==> src/rtl/solar_pkg.sv <==
// Shared definitions for the solar panel stepper scheduler.
//
// Contents:
//   - default parameter values (steps per hour, day length, step rate, home coil pattern)
//   - derived position-counter width
//   - scheduler state encoding
//   - coil rotation helper used by the phase generator
package solar_pkg;

  localparam int          STEPS_PER_HOUR_DEF = 8;
  localparam int          DAY_HOURS_DEF      = 12;
  localparam int          HOURS_PER_DAY_DEF  = 24;
  localparam int          STEP_DIV_DEF       = 4;
  localparam logic [3:0]  PHASE_INIT_DEF     = 4'b1001;

  // Position ranges 0..DAY_HOURS*STEPS_PER_HOUR inclusive.
  localparam int POS_W_DEF = $clog2(DAY_HOURS_DEF * STEPS_PER_HOUR_DEF + 1);

  typedef enum logic [1:0] {
    ST_IDLE = 2'd0,
    ST_FWD  = 2'd1,
    ST_RET  = 2'd2
  } sched_state_t;

  // One full-step of the 4-phase pattern. Forward rotates left,
  // return rotates right, so a return exactly retraces a forward move.
  function automatic logic [3:0] rot_coil(input logic [3:0] c, input logic rev);
    logic [3:0] r;
    if (rev) r = {c[0], c[3:1]};
    else     r = {c[2:0], c[3]};
    return r;
  endfunction

endpackage

==> src/rtl/solar_step_scheduler_step_phase_gen.sv <==
// Step-rate prescaler and 4-phase coil rotator.
//
// Ports:
//   clk         system clock
//   reset_n     asynchronous active-low reset
//   run         high while a move is in progress; low holds the prescaler at 0
//   dir         0 = forward rotation, 1 = reverse rotation
//   step_en     when low, a step slot still strobes but the coil is not rotated
//   coil        registered coil drive pattern
//   step_strobe high on the cycle whose rising edge completes a step slot
module step_phase_gen
  import solar_pkg::*;
#(
  parameter int         STEP_DIV   = STEP_DIV_DEF,
  parameter logic [3:0] PHASE_INIT = PHASE_INIT_DEF
) (
  input  logic       clk,
  input  logic       reset_n,
  input  logic       run,
  input  logic       dir,
  input  logic       step_en,
  output logic [3:0] coil,
  output logic       step_strobe
);

  localparam int                DIV_W    = (STEP_DIV > 1) ? $clog2(STEP_DIV) : 1;
  localparam logic [DIV_W-1:0]  DIV_LAST = DIV_W'(STEP_DIV - 1);

  logic [DIV_W-1:0] prescaler;

  // The strobe lands on the last prescaler count, so the first step of a
  // move happens STEP_DIV cycles after the move starts.
  assign step_strobe = run && (prescaler == DIV_LAST);

  // Held at zero while idle so every move starts from a clean slot.
  always_ff @(posedge clk or negedge reset_n) begin
    if (!reset_n) begin
      prescaler <= '0;
    end else if (!run || step_strobe) begin
      prescaler <= '0;
    end else begin
      prescaler <= prescaler + 1'b1;
    end
  end

  always_ff @(posedge clk or negedge reset_n) begin
    if (!reset_n) begin
      coil <= PHASE_INIT;
    end else if (step_strobe && step_en) begin
      coil <= rot_coil(coil, dir);
    end
  end

endmodule

==> src/rtl/solar_step_scheduler.sv <==
// Hourly scheduler for the solar panel tilt stepper.
//
// Each hour tick is either processed at once (when idle) or parked in a
// one-deep pending slot (when a move is running). Daytime hours advance the
// panel a fixed number of steps, the return hour drives it back home, and all
// other hours leave it where it is.
//
// Ports:
//   clk         system clock
//   reset_n     asynchronous active-low reset
//   hour_tick   one-cycle pulse per hour
//   enable      permits forward tracking moves (return-to-home ignores it)
//   coil        registered 4-phase stepper drive
//   busy        move in progress
//   dir         1 = returning home, 0 = forward; meaningful while busy
//   hour_idx    hour index the next processed tick will use
//   position    steps from home
//   at_home     position is zero
//   missed_tick one-cycle pulse when a tick is dropped
module solar_step_scheduler
  import solar_pkg::*;
#(
  parameter int         STEPS_PER_HOUR = STEPS_PER_HOUR_DEF,
  parameter int         DAY_HOURS      = DAY_HOURS_DEF,
  parameter int         HOURS_PER_DAY  = HOURS_PER_DAY_DEF,
  parameter int         STEP_DIV       = STEP_DIV_DEF,
  parameter logic [3:0] PHASE_INIT     = PHASE_INIT_DEF,
  localparam int        POS_W          = $clog2(DAY_HOURS * STEPS_PER_HOUR + 1),
  localparam int        HOUR_W         = $clog2(HOURS_PER_DAY)
) (
  input  logic              clk,
  input  logic              reset_n,
  input  logic              hour_tick,
  input  logic              enable,
  output logic [3:0]        coil,
  output logic              busy,
  output logic              dir,
  output logic [HOUR_W-1:0] hour_idx,
  output logic [POS_W-1:0]  position,
  output logic              at_home,
  output logic              missed_tick
);

  localparam logic [HOUR_W-1:0] DAY_IDX   = HOUR_W'(DAY_HOURS);
  localparam logic [HOUR_W-1:0] LAST_HOUR = HOUR_W'(HOURS_PER_DAY - 1);
  localparam logic [POS_W-1:0]  POS_CAP   = POS_W'(DAY_HOURS * STEPS_PER_HOUR);
  localparam logic [POS_W-1:0]  FWD_STEPS = POS_W'(STEPS_PER_HOUR);

  sched_state_t      state;
  logic              pending;
  logic [POS_W-1:0]  remaining;

  logic              idle;
  logic              take;
  logic              drop;
  logic              capture;
  logic              start_fwd;
  logic              start_ret;
  logic              at_cap;
  logic              last_step;
  logic              step_strobe;
  logic              step_en;
  logic [HOUR_W-1:0] hour_next;

  assign idle    = (state == ST_IDLE);
  assign busy    = !idle;
  assign dir     = (state == ST_RET);
  assign at_home = (position == '0);

  // A tick is processed when idle; a pending tick takes priority, so a new
  // tick arriving in that same cycle meets a full slot and is dropped.
  assign take    = idle && (pending || hour_tick);
  assign drop    = hour_tick && pending;
  assign capture = hour_tick && !idle && !pending;

  assign start_fwd = take && (hour_idx < DAY_IDX) && enable;
  assign start_ret = take && (hour_idx == DAY_IDX) && (position != '0);

  assign hour_next = (hour_idx == LAST_HOUR) ? '0 : hour_idx + 1'b1;

  // At the travel limit the remaining forward steps are abandoned: the next
  // step slot ends the move without touching the coil or the position.
  assign at_cap    = (state == ST_FWD) && (position == POS_CAP);
  assign step_en   = !at_cap;
  assign last_step = (remaining == POS_W'(1));

  step_phase_gen #(
    .STEP_DIV   (STEP_DIV),
    .PHASE_INIT (PHASE_INIT)
  ) u_phase (
    .clk         (clk),
    .reset_n     (reset_n),
    .run         (busy),
    .dir         (dir),
    .step_en     (step_en),
    .coil        (coil),
    .step_strobe (step_strobe)
  );

  always_ff @(posedge clk or negedge reset_n) begin
    if (!reset_n) begin
      pending     <= 1'b0;
      missed_tick <= 1'b0;
    end else begin
      missed_tick <= drop;
      if (take) begin
        pending <= 1'b0;
      end else if (capture) begin
        pending <= 1'b1;
      end
    end
  end

  always_ff @(posedge clk or negedge reset_n) begin
    if (!reset_n) begin
      state     <= ST_IDLE;
      remaining <= '0;
      hour_idx  <= '0;
      position  <= '0;
    end else begin
      case (state)
        ST_IDLE: begin
          if (take) begin
            hour_idx <= hour_next;
            if (start_fwd) begin
              state     <= ST_FWD;
              remaining <= FWD_STEPS;
            end else if (start_ret) begin
              state     <= ST_RET;
              remaining <= position;
            end
          end
        end
        ST_FWD: begin
          if (step_strobe) begin
            if (at_cap) begin
              state <= ST_IDLE;
            end else begin
              position  <= position + 1'b1;
              remaining <= remaining - 1'b1;
              if (last_step) state <= ST_IDLE;
            end
          end
        end
        ST_RET: begin
          if (step_strobe) begin
            position  <= position - 1'b1;
            remaining <= remaining - 1'b1;
            if (last_step) state <= ST_IDLE;
          end
        end
        default: state <= ST_IDLE;
      endcase
    end
  end

endmodule

==> config.mk <==
export PLATFORM = sky130hd
export DESIGN_NAME = solar_step_scheduler
export DESIGN_NICKNAME = d
export VERILOG_FILES = /design/src/rtl/solar_pkg.sv /design/src/rtl/solar_step_scheduler_step_phase_gen.sv /design/src/rtl/solar_step_scheduler.sv
export SDC_FILE = /design/constraint.sdc
export NUM_CORES = 1
export LEC_CHECK = 0
export ABC_AREA = 1
export ABC_CLOCK_PERIOD_IN_PS = 4000
export CORE_MARGIN = 1
export CORE_UTILIZATION = 45
export CTS_CLUSTER_SIZE = 24
export DETAILED_ROUTE_END_ITERATION = 16
export PLACE_DENSITY = 0.67
export SYNTH_ARGS = -nofsm -noshare
export SYNTH_HDL_FRONTEND = slang
export SYNTH_SLANG_ARGS = --single-unit
==> constraint.sdc <==
create_clock -name clk -period 4 [get_ports clk]
set_input_delay 0.4 -clock clk [delete_from_list [all_inputs] [get_ports clk]]
set_output_delay 0.4 -clock clk [all_outputs]
set_load 0.02 [all_outputs]
---- Word-level counts from Yosys, hierarchy flattened ----
Cells that the tools add are included.
Widths: inputs -> output; s select.
storage, ports and cells
  output and inout port bits .............. 20
  word-level logic and storage cells ...... 76
  bits in registers ....................... 29
  bits of input ports ..................... 4
operators by class
  mux-type cells .......................... 24
  reduce and logical (&&, ||, !) cells .... 26
  add/subtract/negate cells ............... 5
  equal/unequal tests ..................... 12
  $lt $le $gt $ge ......................... 1
operators by type and width
  operator             count
  $mux 7               9
  $pmux 7 s3           1
  $mux 2               8
  $pmux 7 s2           1
  $sub 7x1->7 const B  2
  $logic_and 1x1->1    11
  $reduce_and 4->1     2
  $add 7x1->7 const B  1
  $eq 7x1->1 const B   1
  $eq 7x7->1 const B   1
  $logic_not 7->1      1
  $reduce_bool 7->1    1
  $ne 2x1->1 const B   3
  $pmux 2 s3           1
  $reduce_and 6->1     1
  $add 5x1->5 const B  1
  $eq 5x4->1 const B   1
  $eq 5x5->1 const B   1
  $lt 5x4->1 const B   1
  $mux 5               1
  $eq 2x2->1 const B   2
  $mux 4               1
  $reduce_bool 2->1    2
  $logic_not 1->1      3
  other kinds (9)      11

---- Logic depth before layout (Yosys ltp) ----
  word-level depth ........................ 8
  mapped depth ............................ 12
  depth with buffers taken out ............ 12

---- Modules after synthesis ----
A second synthesis with hierarchy kept.
second synthesis, totals
  cells, all modules ...................... 262
  area total of the unflattened synthesis .. 1989.4 sq um
by module, submodules not included
  module                cells an instance  instances  seq. area each (sq um)  area an instance (sq um)
  solar_step_scheduler  222                1          575.6                   1684.1
  step_phase_gen        40                 1          152.6                   305.3

---- Least setup slack after synthesis ----
OpenSTA, ideal clock, no wires.
  kind .................................... register to register
  start ................................... register state[0]
  end ..................................... register position[6]
  setup time .............................. 0.117 ns
  arrival time ............................ 1.792 ns
  cell stages (with the launch flop) ...... 11
  buffers on the path ..................... 0
  clock period less this slack ............ 1.908 ns
  path slack .............................. 2.092 ns
  required time ........................... 3.883 ns
  cells stage by stage .................... dfrtp_1 > inv_1 > ha_1 > fa_1 > nand3_1 > nand2_1 > nand2_1 > nand2_1 > xor2_1 > nand2_1 > nand2_1
on the way
  elaborated cells between the ends (all ways) .. 12
  classes of those cells .................. eq/ne: 5; mux: 1; reduce/logical: 6
RTL lines
  element                                                    line                         RTL
  start: declaration                                         solar_step_scheduler.sv:49   sched_state_t state;
  start signal: assignment                                   solar_step_scheduler.sv:116  state <= ST_IDLE;
  start signal: assignment                                   solar_step_scheduler.sv:126  state <= ST_FWD;
  start signal: assignment                                   solar_step_scheduler.sv:129  state <= ST_RET;
  $eq 2x2->1 (*)                                             -
  net dir                                                    solar_step_scheduler.sv:37   output logic dir,
  $ne 2x1->1 (no line) or $reduce_bool 2->1 (tied branches)  -
  $reduce_and 4->1 (no line)                                 -
  end signal: assignment                                     solar_step_scheduler.sv:139  position <= position + 1'b1;
  end signal: assignment                                     solar_step_scheduler.sv:147  position <= position - 1'b1;
  end: declaration                                           solar_step_scheduler.sv:39   output logic [POS_W-1:0] position,
The timed path passes the listed nets; every way through them passes the cells marked *.
A chain may end at the register's enable or synchronous reset.

---- Worst setup path in the final report ----
  start ................................... register state[0]
  end ..................................... output dir
on the way
  longest elaborated chain between the ends .. 1
ends and longest elaborated chain
  element           line                        RTL
  $eq 2x2->1        solar_step_scheduler.sv:67  assign dir = (state == ST_RET);
  end: declaration  solar_step_scheduler.sv:37
Every way passes these cells.

==> flow_metrics.tcl <==
set metrics [dict create \
    status "finished, final reports clean" \
    rsz0062_at_grt "no" \
    gp_congestion 0.805 \
    slew_headroom_pct 52.5 \
    critPathArrivalTime_ns 2.14 \
    die_w_um 68.1 \
    syn_area_um2 1960 \
    dpl.hpwl_um 3140 \
    grt_pass1_wl_um 6800 \
    max_freq_ghz 0.394 \
    insertedDiodeCount 0 \
    setup_slack_ns 1.46 \
    worstSetupStartpoint "state[0]" \
    io_buffer_count 23 \
    syn_to_final_growth_pct 19.3 \
    grt_pass1_vias 1416 \
    power.density_nw_per_um2 912 \
    grt_antenna_before_repair 0 \
    avgViaCountPerCell 4.86 \
    worstSetupEndpointType "primary output" \
    wirelength_um 4140 \
    clk_latency_ns 0.28 \
    drtIter0Drc 83 \
    syn_nets 269 \
    period_minus_slack_ns 2.54 \
    floorplan.io_pins 24 \
    ys_seq_area_share_pct 37.1 \
    initial_utilization_pct 48.0 \
    r2r-start "state[0]" \
    h-tree-depth 2 \
    r2r_end "position[6]" \
    cts.sinks 29 \
    leakagePower_nw 1.20 \
    holdPathEnd "u_phase.prescaler[0]" \
    die_h_um 68.1 \
    r2r_slack_ns 1.69 \
    drc 0 \
    core_um2 4090 \
    cts_buffers 5 \
    hold_depth 1 \
    path_class "register to primary output" \
    routedWlPerCell_um 12.6 \
    cts_hold_buf 0 \
    power_mw 2.14 \
    clkTransAtPathRegs_ns 0.06 \
    max_slew.worst_pin.slew_ns 0.713 \
    cts-root-buf "clkbuf_8" \
    hold_class "register to register" \
    ys.warnings.count 0 \
    vias 1599 \
    final-hold-violation-count 0 \
    finalNetCount 297 \
    period_share_pct 63.5 \
    ir_worst_vdd_v 0.000531 \
    hold_ws_ns 0.445 \
    firstDrtPassIters 4 \
    setup-tns-final_ns 0 \
    fin_skew_ns 0.00664 \
    timing.critical_path.fanout_max 14 \
    r2r_cells 10 \
    drtAntennaViolNets 0 \
    synthCells 250 \
    cts_buffer_depth 2 \
    grt_max_degree 19 \
    min-delay-start "u_phase.prescaler[0]" \
    gr-total-overflow 0 \
    cap_violations 0 \
    avgSynthCellArea_um2 7.85 \
    synth_seq_cells 29 \
    dp_slack_ns 1.72 \
    start_kind "register" \
    cp.required_ns 3.60 \
    grtUsageTotal_pct 20.2 \
    dieArea_um2 4630 \
    post_cts_buffers 0 \
    ctsResizeCount 0 \
    cts_tree "done" \
    ys_types 33 \
    final_max_slew_viol_count 0 \
    rows 23 \
    setup_violations 0 \
    layout-drive-gt1-share_pct 10.8 \
]
## cell type report
class | instances | area [um2]
fillers | 388 | 1740
multi-input cells | 185 | 1090
flip-flops and latches | 29 | 728
repair buffers | 24 | 238
inverters | 33 | 125
clock buffers | 7 | 96.3
well taps | 50 | 62.6
clock inverters | 1 | 5.00
## layer usage
metal | global-route usage [%] | part of all wire, % | vias up
met1 | 30.5 | 54 | 712
met5 | 0 | 0 | -
li1 | - | - | 858
met4 | 5.47 | 1.0 | 0
met2 | 28.2 | 42 | 24
met3 | 4.67 | 2.9 | 5
## cells in the final DEF (no fill, tap or decap), drive strengths merged
cell type      Yosys  routed
nor3b              1       1
clkdlybuf4s50      0      23
nand3b             3       3
fa                 1       1
o21bai             1       1
clkbuf             1       7
a21boi             1       1
nor2              22      22
nand4              3       3
dfrtp             27      27
o21ai             16      16
ha                14      14
inv               32      32
clkinv             1       2
xor2               5       5
buf                2       1
nand2             74      74
nand3             26      26
a21oi              7       7
nor3               2       2
dfstp              2       2
xnor2              3       3
mux2i              4       4
a31oi              2       2
## metrics by stage
| stage | area (um2) | cells | util (%) |
|---|---|---|---|
| after CTS | 2340 | 329 | 57.3 |
| after floorplan | 1960 | 250 | - |
| after global routing | 2340 | 329 | 57.3 |
| after detailed placement | 2240 | 321 | 54.8 |
| after global placement | 2240 | 321 | 54.8 |
| final | 2340 | 329 | 57.3 |
## where the power goes
part	switching [mW]	internal, mW	leakage, nW
clock network	0.111	0.155	0.0542
logic	0.767	0.536	0.784
registers	0.153	0.415	0.363
## cell usage after synthesis (all sizes together)
master	n	share of area, %
a21boi	1	0.96
buf	2	0.96
ha	14	8.9
nor2	22	5.4
mux2i	4	2.0
o21ai	16	4.8
nand2	74	15
xnor2	3	1.3
clkinv	1	0.25
a21oi	7	2.4
fa	1	1.0
clkbuf	1	0.19
nand4	3	0.96
a31oi	2	0.64
xor2	5	2.2
nand3	26	7.3
o21bai	1	0.38
inv	32	6.1
nor3b	1	0.38
nand3b	3	1.1
dfstp	2	2.7
nor3	2	0.51
dfrtp	27	34
## flip-flops by register name (all words and copies together), names as in the netlist
register           cells
hour_idx               5
missed_tick            1
pending                1
position               7
remaining              7
state                  2
u_phase.coil           4
u_phase.prescaler      2
## logic make-up (layout without fill, tap and decap cells)
kind of cell / after synthesis / count (layout) / share of synthesized area, %
and+or+nand+nor: 131 / 131 / 30.7
buffers and inverters: 36 / 65 / 7.52
DFF: 29 / 29 / 37.1
AOI/OAI and AO/OA: 27 / 27 / 9.18
adders and majority gates: 15 / 15 / 9.94
xor gates and xnor gates: 8 / 8 / 3.57
muxes: 4 / 4 / 2.04
## how the worst max path moves through the flow
stage                        endpoint  slack, ns  cells after the start
final                             dir       1.46                      3
after global routing              dir       1.35                      3
after CTS                         dir       1.44                      3
after detailed placement  position[6]       1.72                     10
after global placement            dir       1.76                      3
after floorplan           position[6]       2.09                     10
## critical path: stages, from the launching register on
cell             delay, ns
dfrtp_1               0.42
inv_1                 0.09
ha_1                  0.62
clkdlybuf4s50_1       0.73
(Power assumes the default switching activity.)
